--- config.mk ---
export PLATFORM = sky130hd
export DESIGN_NAME = merge5_flat
export DESIGN_NICKNAME = d
export VERILOG_FILES = /design/src/rtl/merge5_if.sv /design/src/rtl/merge5.sv /design/src/flat_wrapper.sv
export SDC_FILE = /design/constraint.sdc
export NUM_CORES = 1
export LEC_CHECK = 0
export ABC_CLOCK_PERIOD_IN_PS = 2100
export BUFFER_PORTS_ARGS = -buffer_cell sky130_fd_sc_hd__buf_2
export CAP_MARGIN = 0
export CORE_UTILIZATION = 35
export CTS_CLUSTER_DIAMETER = 50
export DETAILED_ROUTE_END_ITERATION = 7
export GPL_TIMING_DRIVEN = 1
export PLACE_DENSITY = 0.79
export SLEW_MARGIN = 5
export SYNTH_ARGS = -nofsm -noshare
export SYNTH_HDL_FRONTEND = slang
export SYNTH_SLANG_ARGS = --single-unit
--- constraint.sdc ---
create_clock -name CLK -period 2.1 [get_ports CLK]
set_input_delay 0.21 -clock CLK [delete_from_list [all_inputs] [get_ports CLK]]
set_output_delay 0.21 -clock CLK [all_outputs]
set_load 0.01 [all_outputs]
--- src/rtl/merge5_if.sv ---
// Valid/ready channel used for the child, select-token and upward ports of merge5.
interface merge5_if #(
    parameter int unsigned W = 9
) ();
    logic         valid;
    logic         ready;
    logic [W-1:0] data;

    modport master (output valid, output data, input ready);
    modport slave  (input valid, input data, output ready);
endinterface

--- src/rtl/merge5.sv ---
// Two-to-one round-robin merge node: emits a 1-bit source token on S, then forwards
// the accepted packet unchanged on Out. Address bits are carried but never decoded.
module merge5 #(
    parameter int unsigned W         = 9,
    parameter bit          FIRST_PRI = 1'b0
) (
    input  logic     CLK,
    input  logic     _RESET,
    merge5_if.slave  In0,
    merge5_if.slave  In1,
    merge5_if.master S,
    merge5_if.master Out
);

    typedef enum logic [1:0] {StIdle, StSendS, StSendOut} state_e;

    state_e       state_q, state_d;
    logic [W-1:0] hold_q, hold_d;
    logic         g_q, g_d;
    logic         last_q, last_d;
    logic         w;

    always_comb begin
        state_d   = state_q;
        hold_d    = hold_q;
        g_d       = g_q;
        last_d    = last_q;
        In0.ready = 1'b0;
        In1.ready = 1'b0;
        S.valid   = 1'b0;
        S.data    = '0;
        Out.valid = 1'b0;
        Out.data  = '0;
        // Tie goes to the child that did not win last; a lone requester always wins.
        w = (In0.valid && In1.valid) ? ~last_q : In1.valid;

        // Outputs are forced low while reset is asserted so nothing completes on that edge.
        if (!_RESET) begin
            unique case (state_q)
                StIdle: begin
                    if (In0.valid || In1.valid) begin
                        In0.ready = ~w;
                        In1.ready = w;
                        hold_d    = w ? In1.data : In0.data;
                        g_d       = w;
                        last_d    = w;
                        state_d   = StSendS;
                    end
                end
                StSendS: begin
                    S.valid = 1'b1;
                    S.data  = g_q;
                    if (S.ready) state_d = StSendOut;
                end
                StSendOut: begin
                    Out.valid = 1'b1;
                    Out.data  = hold_q;
                    if (Out.ready) state_d = StIdle;
                end
                default: state_d = StIdle;
            endcase
        end
    end

    always_ff @(posedge CLK) begin
        if (_RESET) begin
            state_q <= StIdle;
            hold_q  <= '0;
            g_q     <= 1'b0;
            last_q  <= ~FIRST_PRI;
        end else begin
            state_q <= state_d;
            hold_q  <= hold_d;
            g_q     <= g_d;
            last_q  <= last_d;
        end
    end

endmodule

--- src/flat_wrapper.sv ---
// flat-port wrapper written by rule: the top's interface ports become plain ports
module merge5_flat 
#(
    parameter int unsigned W         = 9,
    parameter bit          FIRST_PRI = 1'b0
)
  (CLK, _RESET, In0_valid, In0_data, In0_ready, In1_valid, In1_data, In1_ready, S_valid, S_data, S_ready, Out_valid, Out_data, Out_ready);
  merge5_if #(.W(W)) In0_i ();
  merge5_if #(.W(W)) In1_i ();
  merge5_if #(.W(W)) S_i ();
  merge5_if #(.W(W)) Out_i ();
  input  logic CLK;
  input  logic _RESET;
  input wire logic [$bits(In0_i.valid)-1:0] In0_valid;
  input wire logic [$bits(In0_i.data)-1:0] In0_data;
  output wire logic [$bits(In0_i.ready)-1:0] In0_ready;
  input wire logic [$bits(In1_i.valid)-1:0] In1_valid;
  input wire logic [$bits(In1_i.data)-1:0] In1_data;
  output wire logic [$bits(In1_i.ready)-1:0] In1_ready;
  output wire logic [$bits(S_i.valid)-1:0] S_valid;
  output wire logic [$bits(S_i.data)-1:0] S_data;
  input wire logic [$bits(S_i.ready)-1:0] S_ready;
  output wire logic [$bits(Out_i.valid)-1:0] Out_valid;
  output wire logic [$bits(Out_i.data)-1:0] Out_data;
  input wire logic [$bits(Out_i.ready)-1:0] Out_ready;
  assign In0_i.valid = In0_valid;
  assign In0_i.data = In0_data;
  assign In0_ready = In0_i.ready;
  assign In1_i.valid = In1_valid;
  assign In1_i.data = In1_data;
  assign In1_ready = In1_i.ready;
  assign S_valid = S_i.valid;
  assign S_data = S_i.data;
  assign S_i.ready = S_ready;
  assign Out_valid = Out_i.valid;
  assign Out_data = Out_i.data;
  assign Out_i.ready = Out_ready;
  merge5 #(.W(W), .FIRST_PRI(FIRST_PRI)) u_core (.CLK(CLK), ._RESET(_RESET), .In0(In0_i), .In1(In1_i), .S(S_i), .Out(Out_i));
endmodule
=== Word-level counts from Yosys, hierarchy flattened ===
Cells that the tools add are included.

* Flip-flop bits (word level): 13
* Input port bits: 24
* Output and inout port bits: 22
* Word-level logic and storage cells: 36

* Equal/unequal tests: 5
* Muxes and demuxes: 20
* Bitwise operators: 2
* Reduce and logical (&&, ||, !) cells: 5

{| class="wikitable"
|+ Operators with widths
! cell !! number
|-
| 9-bit 2-to-1 mux || 4
|-
| 1-bit 2-to-1 mux || 12
|-
| 2-bit 2-to-1 mux || 3
|-
| 2-bit case mux with 3 select lines || 1
|-
| 2-bit inequality test, second input constant || 2
|-
| 3-bit AND reduction || 1
|-
| 2-bit by 1-bit == test with 1-bit output, second input constant || 1
|-
| 2-bit == test, second input constant || 1
|-
| 2-bit zero test || 1
|-
| 2-bit by 1-bit inequality test with 1-bit output, second input constant || 1
|-
| 1-bit inverter || 2
|-
| 2-bit AND reduction || 1
|-
| 1-bit logical AND || 1
|-
| 1-bit logical OR || 1
|}

=== Depth between registers and ports, before layout ===
Gate-level depths: netlist (run 1).

* Word-level depth: 6
* Gate-level depth with buffers: 4
* Depth with buffers taken out: 3

=== Worst setup path before layout (run 1) ===
No wires, ideal clock.

* Path type: register to register
* Start point: reg u_core.state_q[1]
* End point: reg u_core.hold_q[2]
* Setup time: 0.060 ns
* Arrival: 1.283 ns
* Required time: 2.040 ns
* Path slack: 0.757 ns
* Cell stages (with the launch flop): 4
* Buffers on the path: 0
* Clock period less this slack: 1.343 ns
* Cells stage by stage: dfxtp_1 or3b_1 nor3_1 a221o_1

* Longest elaborated chain between the ends: 2

{| class="wikitable"
|+ Ends and longest elaborated chain
! what !! RTL line !! text
|-
| from (decl) || merge5.sv:17 || <nowiki>state_e state_q, state_d;</nowiki>
|-
| from (signal assigned) || merge5.sv:67 || <nowiki>state_q <= StIdle;</nowiki>
|-
| from (signal assigned) || merge5.sv:72 || <nowiki>state_q <= state_d;</nowiki>
|-
| 2-bit zero test || merge5.sv:39 || <nowiki>unique case (state_q)</nowiki>
|-
| 2-bit AND reduction (no line) || n/a ||
|-
| to (signal assigned) || merge5.sv:73 || <nowiki>hold_q <= hold_d;</nowiki>
|-
| to (decl) || merge5.sv:18 || <nowiki>logic [W-1:0] hold_q, hold_d;</nowiki>
|}

Every way passes these cells.
A chain may end at the register's enable or synchronous reset.

=== Worst setup path in the final report (run 1) ===
* Start point: reg u_core.state_q[0]
* End point: out Out_data[7]

* Longest elaborated chain between the ends: 3

{| class="wikitable"
|+ Ends and longest elaborated chain
! what !! RTL line !! text
|-
| 2-bit == test || merge5.sv:39 ||
|-
| 9-bit 2-to-1 mux || merge5.sv:39 ||
|-
| 9-bit 2-to-1 mux || merge5.sv:38 || <nowiki>if (!_RESET) begin</nowiki>
|-
| to (decl) || flat_wrapper.sv:24 || <nowiki>output wire logic [$bits(Out_i.data)-1:0] Out_data;</nowiki>
|}

Every way passes these cells.

==> results.sh, run 1 <==
export IMPL_cp_max_fo=10
export IMPL_cp_arrival_ns=1.59
export IMPL_clk_latency_ns=0.27
export IMPL_avgRoutedWirePerCell_um=10.4
export IMPL_min_period_over_period_pct=85.9
export IMPL_tns_ns=0
export IMPL_p_sw_mw=0.165
export IMPL_layout_common_cells="buf_2 (37), dfxtp_1 (13), and2_1 (10)"
export IMPL_hold_start="In1_data[2]"
export IMPL_seqPwrFrac_pct=50.0
export IMPL_hold_viol_final=0
export IMPL_crit_required_ns=1.89
export IMPL_ctsHoldBuffers=0
export IMPL_setup_viol=0
export IMPL_p_int_mw=0.410
export IMPL_antenna_found_initial=0
export IMPL_pin_count=46
export IMPL_area_growth_pct=27.4
export IMPL_reg2reg_setup_slack_ns=0.74
export IMPL_post_dp_cell_area_um2=935
export IMPL_clock_path_buffers=2
export IMPL_r2r_end="u_core.hold_q[3]"
export IMPL_nets=151
export IMPL_grt_max_degree=17
export IMPL_die_area_um2=2350
export IMPL_vdd_drop_max_uv=400
export IMPL_die_w_um=48.4
export IMPL_period_minus_slack_ns=1.80
export IMPL_ant_nets=0
export IMPL_cts_buffers=3
export IMPL_hold_class="input port to flop"
export IMPL_rr_startpoint="u_core.state_q[0]"
export IMPL_grt_usage_pct=14.2
export IMPL_avgSynthCellArea_um2=8.57
export IMPL_syn_area_um2=754
export IMPL_crit_type="flop to output pin"
export IMPL_grt_overflow=0
export IMPL_pre_cts_slack_ns=0.588
export IMPL_fmax_mhz=554
export IMPL_stdcell_area_um2=961
export IMPL_clkSlewWorstSetupHoldPaths_ns=0.08
export IMPL_cts_max_level=1
export IMPL_startpoint_type="flop"
export IMPL_die_height_um=48.4
export IMPL_end_kind="output pin"
export IMPL_postCtsSetupBuffers=0
export IMPL_drive_above_1_share_pct=35.7
export IMPL_final_common_cell="buf_2"
export IMPL_finalMaxSlewViolations=0
export IMPL_powerDensity_nw_per_um2=599
export IMPL_core_area_um2=2000
export IMPL_p_sw_share_pct=28.7
export IMPL_clock_sinks=13
export IMPL_synth_cell_types=27
export IMPL_portBuffers=37
export IMPL_root_buffer="clkbuf_4"
export IMPL_vias=718
export IMPL_syn_inst=88
export IMPL_min_to="u_core.hold_q[2]"
export IMPL_reg2reg_depth=3
export IMPL_timing_final_ws_setup_ns=0.295
export IMPL_initial_core_util_pct=37.7
export IMPL_post_route_util_pct=48.0
export IMPL_rsz0062_at_grt="false"
export IMPL_routed_wl_um=1600
export IMPL_max_cap_violations=0
export IMPL_status="finished, final reports clean"
export IMPL_cts_resized=0
export IMPL_diodes=0
export IMPL_min_path_cells=2
export IMPL_hpwl_um=1250
export IMPL_ys_ff_latch=13
export IMPL_async_flop_share_pct=0
export IMPL_power_static_leakage_nw=0.486
export IMPL_ys_seq_area_share_pct=34.5
export IMPL_ys_flop_type="dfxtp_1"
export IMPL_synth_edf_count=0
export IMPL_cts_tree="built"
export IMPL_drc=0
export IMPL_p_clk_share_pct=26.2
export IMPL_dr_first_iter_drc_count=8
export IMPL_grt_pass1_vias=610
export IMPL_worst_pin_slew_ns=0.550
export IMPL_place_gp_congestion=0.751
export IMPL_power_share_combinational_pct=23.8
export IMPL_grt_pass1_wl_um=2530
export IMPL_fin_worst_skew_ns=0.00228
export IMPL_relSlewSlack_pct=63.2
export IMPL_synth_warnings=0
export IMPL_via_per_inst=4.69
export IMPL_hold_ws_ns=0.158
export IMPL_drtPass1Iterations=4
export IMPL_rows=16
==> kinds of logic after synthesis <==
| family | share of synthesized area (%) |
|---|---|
| compound gates | 21.4 |
| other cells | 0.497 |
| mux | 9.29 |
| buf+inv | 10.6 |
| simple gates | 23.7 |
| flops | 34.5 |
==> final cells by class <==
type | count | area, µm²
Clock buffer | 4 | 26.3
Fill cell | 212 | 1040
Multi-Input combinational cell | 70 | 440
Sequential cell | 13 | 260
Tap cell | 27 | 33.8
Timing Repair Buffer | 39 | 200
==> critical path, stage by stage (launching register included) <==
cell,delay [ns]
dfxtp_1,0.37
nand2b_1,0.19
nor2_1,0.44
and2_1,0.20
buf_2,0.12
==> registers in the layout, summed over array words and instances (netlist names) <==
| name | cells |
|---|---|
| u_core.g_q | 1 |
| u_core.state_q | 2 |
| u_core.hold_q | 9 |
| u_core.last_q | 1 |
==> synthesized netlist by cell type, types with 2 or more instances <==
cell type  instances  area share, %
clkbuf_1           2            1.0
nand2b_1           2            1.7
mux2i_1            7            9.3
nand2_1            2            1.0
dfxtp_1           13             34
nor2_1             8            4.0
buf_4              9            9.0
a211oi_1           7            7.0
and2_1            10            8.3
or3b_1             2            2.3
a21oi_1            9            6.0
or2_2              2            1.7
==> power by group through the flow <==
stage | Clock, mW | Combinational [mW] | Sequential [mW]
detailed placement | 0 | 0.137 | 0.293
global route | 0.173 | 0.153 | 0.291
global placement | 0 | 0.133 | 0.292
finish | 0.151 | 0.137 | 0.288
CTS | 0.159 | 0.138 | 0.288
floorplan | 0 | 0.102 | 0.289
==> metrics by stage <==
step | std cells | power, mW
floorplan | 95 | 0.391
global placement | 149 | 0.425
detailed placement | 149 | 0.430
CTS | 153 | 0.584
global route | 153 | 0.617
finish | 153 | 0.575
==> routing by layer <==
layer	track usage, %	vias to the layer above	wire length, µm
met5	0	-	0
met4	6.86	0	13
met3	5.35	2	76
met2	23.9	21	815
met1	15.7	316	690
li1	-	379	-
==> worst max path at each step <==
stage,cells after the start,end,startpoint
2_1_floorplan,3,u_core.hold_q[2],u_core.state_q[1]
3_3_place_gp,4,Out_data[3],u_core.state_q[0]
3_5_place_dp,4,Out_data[7],u_core.state_q[0]
4_1_cts,4,Out_data[7],u_core.state_q[0]
5_1_grt,4,Out_data[3],u_core.state_q[0]
6_report,4,Out_data[7],u_core.state_q[0]
Note: power is estimated with default switching activity, not from simulation.
==> run 2, diff against run 1 <==
--- a/config.mk
+++ b/config.mk
@@ -6,13 +6,12 @@
 export NUM_CORES = 1
 export LEC_CHECK = 0
 export ABC_CLOCK_PERIOD_IN_PS = 2100
-export BUFFER_PORTS_ARGS = -buffer_cell sky130_fd_sc_hd__buf_2
-export CAP_MARGIN = 0
 export CORE_UTILIZATION = 35
 export CTS_CLUSTER_DIAMETER = 50
 export DETAILED_ROUTE_END_ITERATION = 7
+export DONT_BUFFER_PORTS = 1
 export GPL_TIMING_DRIVEN = 1
-export PLACE_DENSITY = 0.79
+export PLACE_DENSITY = 0.61
 export SLEW_MARGIN = 5
 export SYNTH_ARGS = -nofsm -noshare
 export SYNTH_HDL_FRONTEND = slang
==> run 2 against run 1 <==
Net effect:
- non-clock buffer count is 35 lower
- combinational power is 19% lower
- sequential cell count stayed put
- highest routed layer unchanged
- critical endpoint unchanged
- total power is 3.0% lower
- sequential power hardly changed
- die area stayed put
- hold slack worse by 0.12 ns
- cell count is 23% lower
==> results.sh, run 2 (synthesized netlist as in run 1, its figures left out) <==
export IMPL_status="finished, final reports clean"
export IMPL_end_kind="output pin"
export IMPL_vias=602
export IMPL_die_height_um=48.4
export IMPL_crit_required_ns=1.89
export IMPL_diodes=0
export IMPL_fin_worst_skew_ns=0.00292
export IMPL_fmax_mhz=579
export IMPL_portBuffers=0
export IMPL_hold_viol_final=0
export IMPL_hold_start="_RESET"
export IMPL_avgRoutedWirePerCell_um=13.7
export IMPL_startpoint_type="flop"
export IMPL_rows=16
export IMPL_crit_type="flop to output pin"
export IMPL_ant_nets=0
export IMPL_tns_ns=0
export IMPL_min_path_cells=1
export IMPL_final_common_cell="dfxtp_1"
export IMPL_path_delay_family="simple AND/OR/NAND/NOR gates"
export IMPL_clock_sinks=13
export IMPL_initial_core_util_pct=37.7
export IMPL_via_per_inst=5.10
export IMPL_routed_wl_um=1620
export IMPL_clock_path_buffers=2
export IMPL_cp_depth=4
export IMPL_die_w_um=48.4
export IMPL_hold_class="input port to flop"
export IMPL_period_minus_slack_ns=1.73
export IMPL_die_area_um2=2350
export IMPL_cp_arrival_ns=1.52
export IMPL_cts_buffers=3
export IMPL_grt_overflow=0
export IMPL_reg2reg_depth=3
export IMPL_grt_usage_pct=15.4
export IMPL_power_static_leakage_nw=0.329
export IMPL_clk_latency_ns=0.28
export IMPL_cts_max_level=1
export IMPL_setup_viol=0
export IMPL_fin_cells=118
export IMPL_area_growth_pct=5.14
export IMPL_vdd_drop_max_uv=204
export IMPL_reg2reg_setup_slack_ns=0.65
export IMPL_place_gp_congestion=0.816
export IMPL_hpwl_um=1180
export IMPL_grt_pass1_vias=621
export IMPL_layout_common_cells="dfxtp_1 (13), and2_1 (10), a21oi_1 (9)"
export IMPL_max_cap_violations=0
export IMPL_finalMaxSlewViolations=0
export IMPL_drtPass1Iterations=4
export IMPL_dp_cells=113
export IMPL_cts_tree="built"
export IMPL_rsz0062_at_grt="false"
export IMPL_cp_slowest_cell="dfxtp_1"
export IMPL_root_buffer="clkbuf_4"
export IMPL_drc=0
export IMPL_largest_reg_flops=9
export IMPL_cp_max_fo=8
export IMPL_cts_resized=0
export IMPL_dr_first_iter_drc_count=3
export IMPL_drive_above_1_share_pct=9.89
export IMPL_r2r_end="u_core.hold_q[2]"
export IMPL_grt_max_degree=11
export IMPL_largest_register="u_core.hold_q"
export IMPL_min_to="u_core.last_q"
export IMPL_fill_cells=219
export IMPL_crit_chain="nand2b_1 > nor2_1 > buf_4 > and2_1"
export IMPL_clkSlewWorstSetupHoldPaths_ns=0.08
export IMPL_grt_pass1_wl_um=2810
export IMPL_min_period_over_period_pct=82.3
export IMPL_cp_slowest_stage_delay_ns=0.36
export IMPL_largest_registers="u_core.hold_q x9, u_core.state_q x2"
export IMPL_rr_startpoint="u_core.state_q[1]"
export IMPL_antenna_found_initial=0
export IMPL_core_area_um2=2000
export IMPL_powerDensity_nw_per_um2=704
export IMPL_nets=116
export IMPL_path_buf_inv=1
export IMPL_pin_count=46
## run 2: cell count changes in the layout (fill, tap and decap cells not counted)
cell / change
buf_4: +1
buf_2: -37
dlygate4sd3_1: +1
## run 2: worst max path at each step
stage | startpoint | to | slack, ns
finish | u_core.state_q[0] | Out_data[7] | 0.37
global route | u_core.state_q[0] | Out_data[1] | 0.20
CTS | u_core.state_q[0] | Out_data[7] | 0.33
detailed placement | u_core.state_q[0] | Out_data[7] | 0.64
global placement | u_core.state_q[0] | Out_data[7] | 0.66
floorplan | u_core.state_q[1] | u_core.hold_q[2] | 0.76
## run 2: metrics by stage
stage	util, %	hold slack [ns]	power [mW]	cell area (µm²)	setup slack, ns
6_report	39.6	0.0343	0.558	793	0.372
2_1_floorplan	-	0.317	0.391	781	0.757
3_5_place_dp	37.8	0.283	0.401	757	0.641
4_1_cts	39.6	0.0295	0.561	793	0.333
3_3_place_gp	37.8	0.283	0.397	757	0.661
5_1_grt	39.6	0.0285	0.587	793	0.200
## run 2: layout make-up
type	count	area [µm²]	share of cell area, %
clock buffers	4	26.3	3.31
multi-input cells	70	440	55.5
flip-flops and latches	13	260	32.8
well taps	27	33.8	4.26
repair buffers	4	32.5	4.10
## run 2: layer usage
layer / wire length, µm / vias to the layer above / GRT usage, %
met5: 0 / - / 0
met4: 28 / 0 / 8.82
met3: 71 / 4 / 3.46
met2: 791 / 22 / 24.6
met1: 725 / 270 / 18.9
li1: - / 306 / -
## run 2: power by group
| part | switching [mW] | total [mW] | leakage (nW) | internal (mW) |
|---|---|---|---|---|
| registers | 0.0150 | 0.288 | 0.108 | 0.273 |
| clock network | 0.0853 | 0.159 | 0.0150 | 0.0738 |
| logic | 0.0635 | 0.111 | 0.206 | 0.0480 |
| total | 0.164 | 0.558 | 0.329 | 0.394 |
## run 2: timing repair
| item | 4_1_cts | 5_1_grt |
|---|---|---|
| endpoints found under the hold margin | 10 | 0 |
| hold buffers | 1 | 0 |
| setup endpoints to repair | 0 | 0 |
| setup buffers | 0 | 0 |
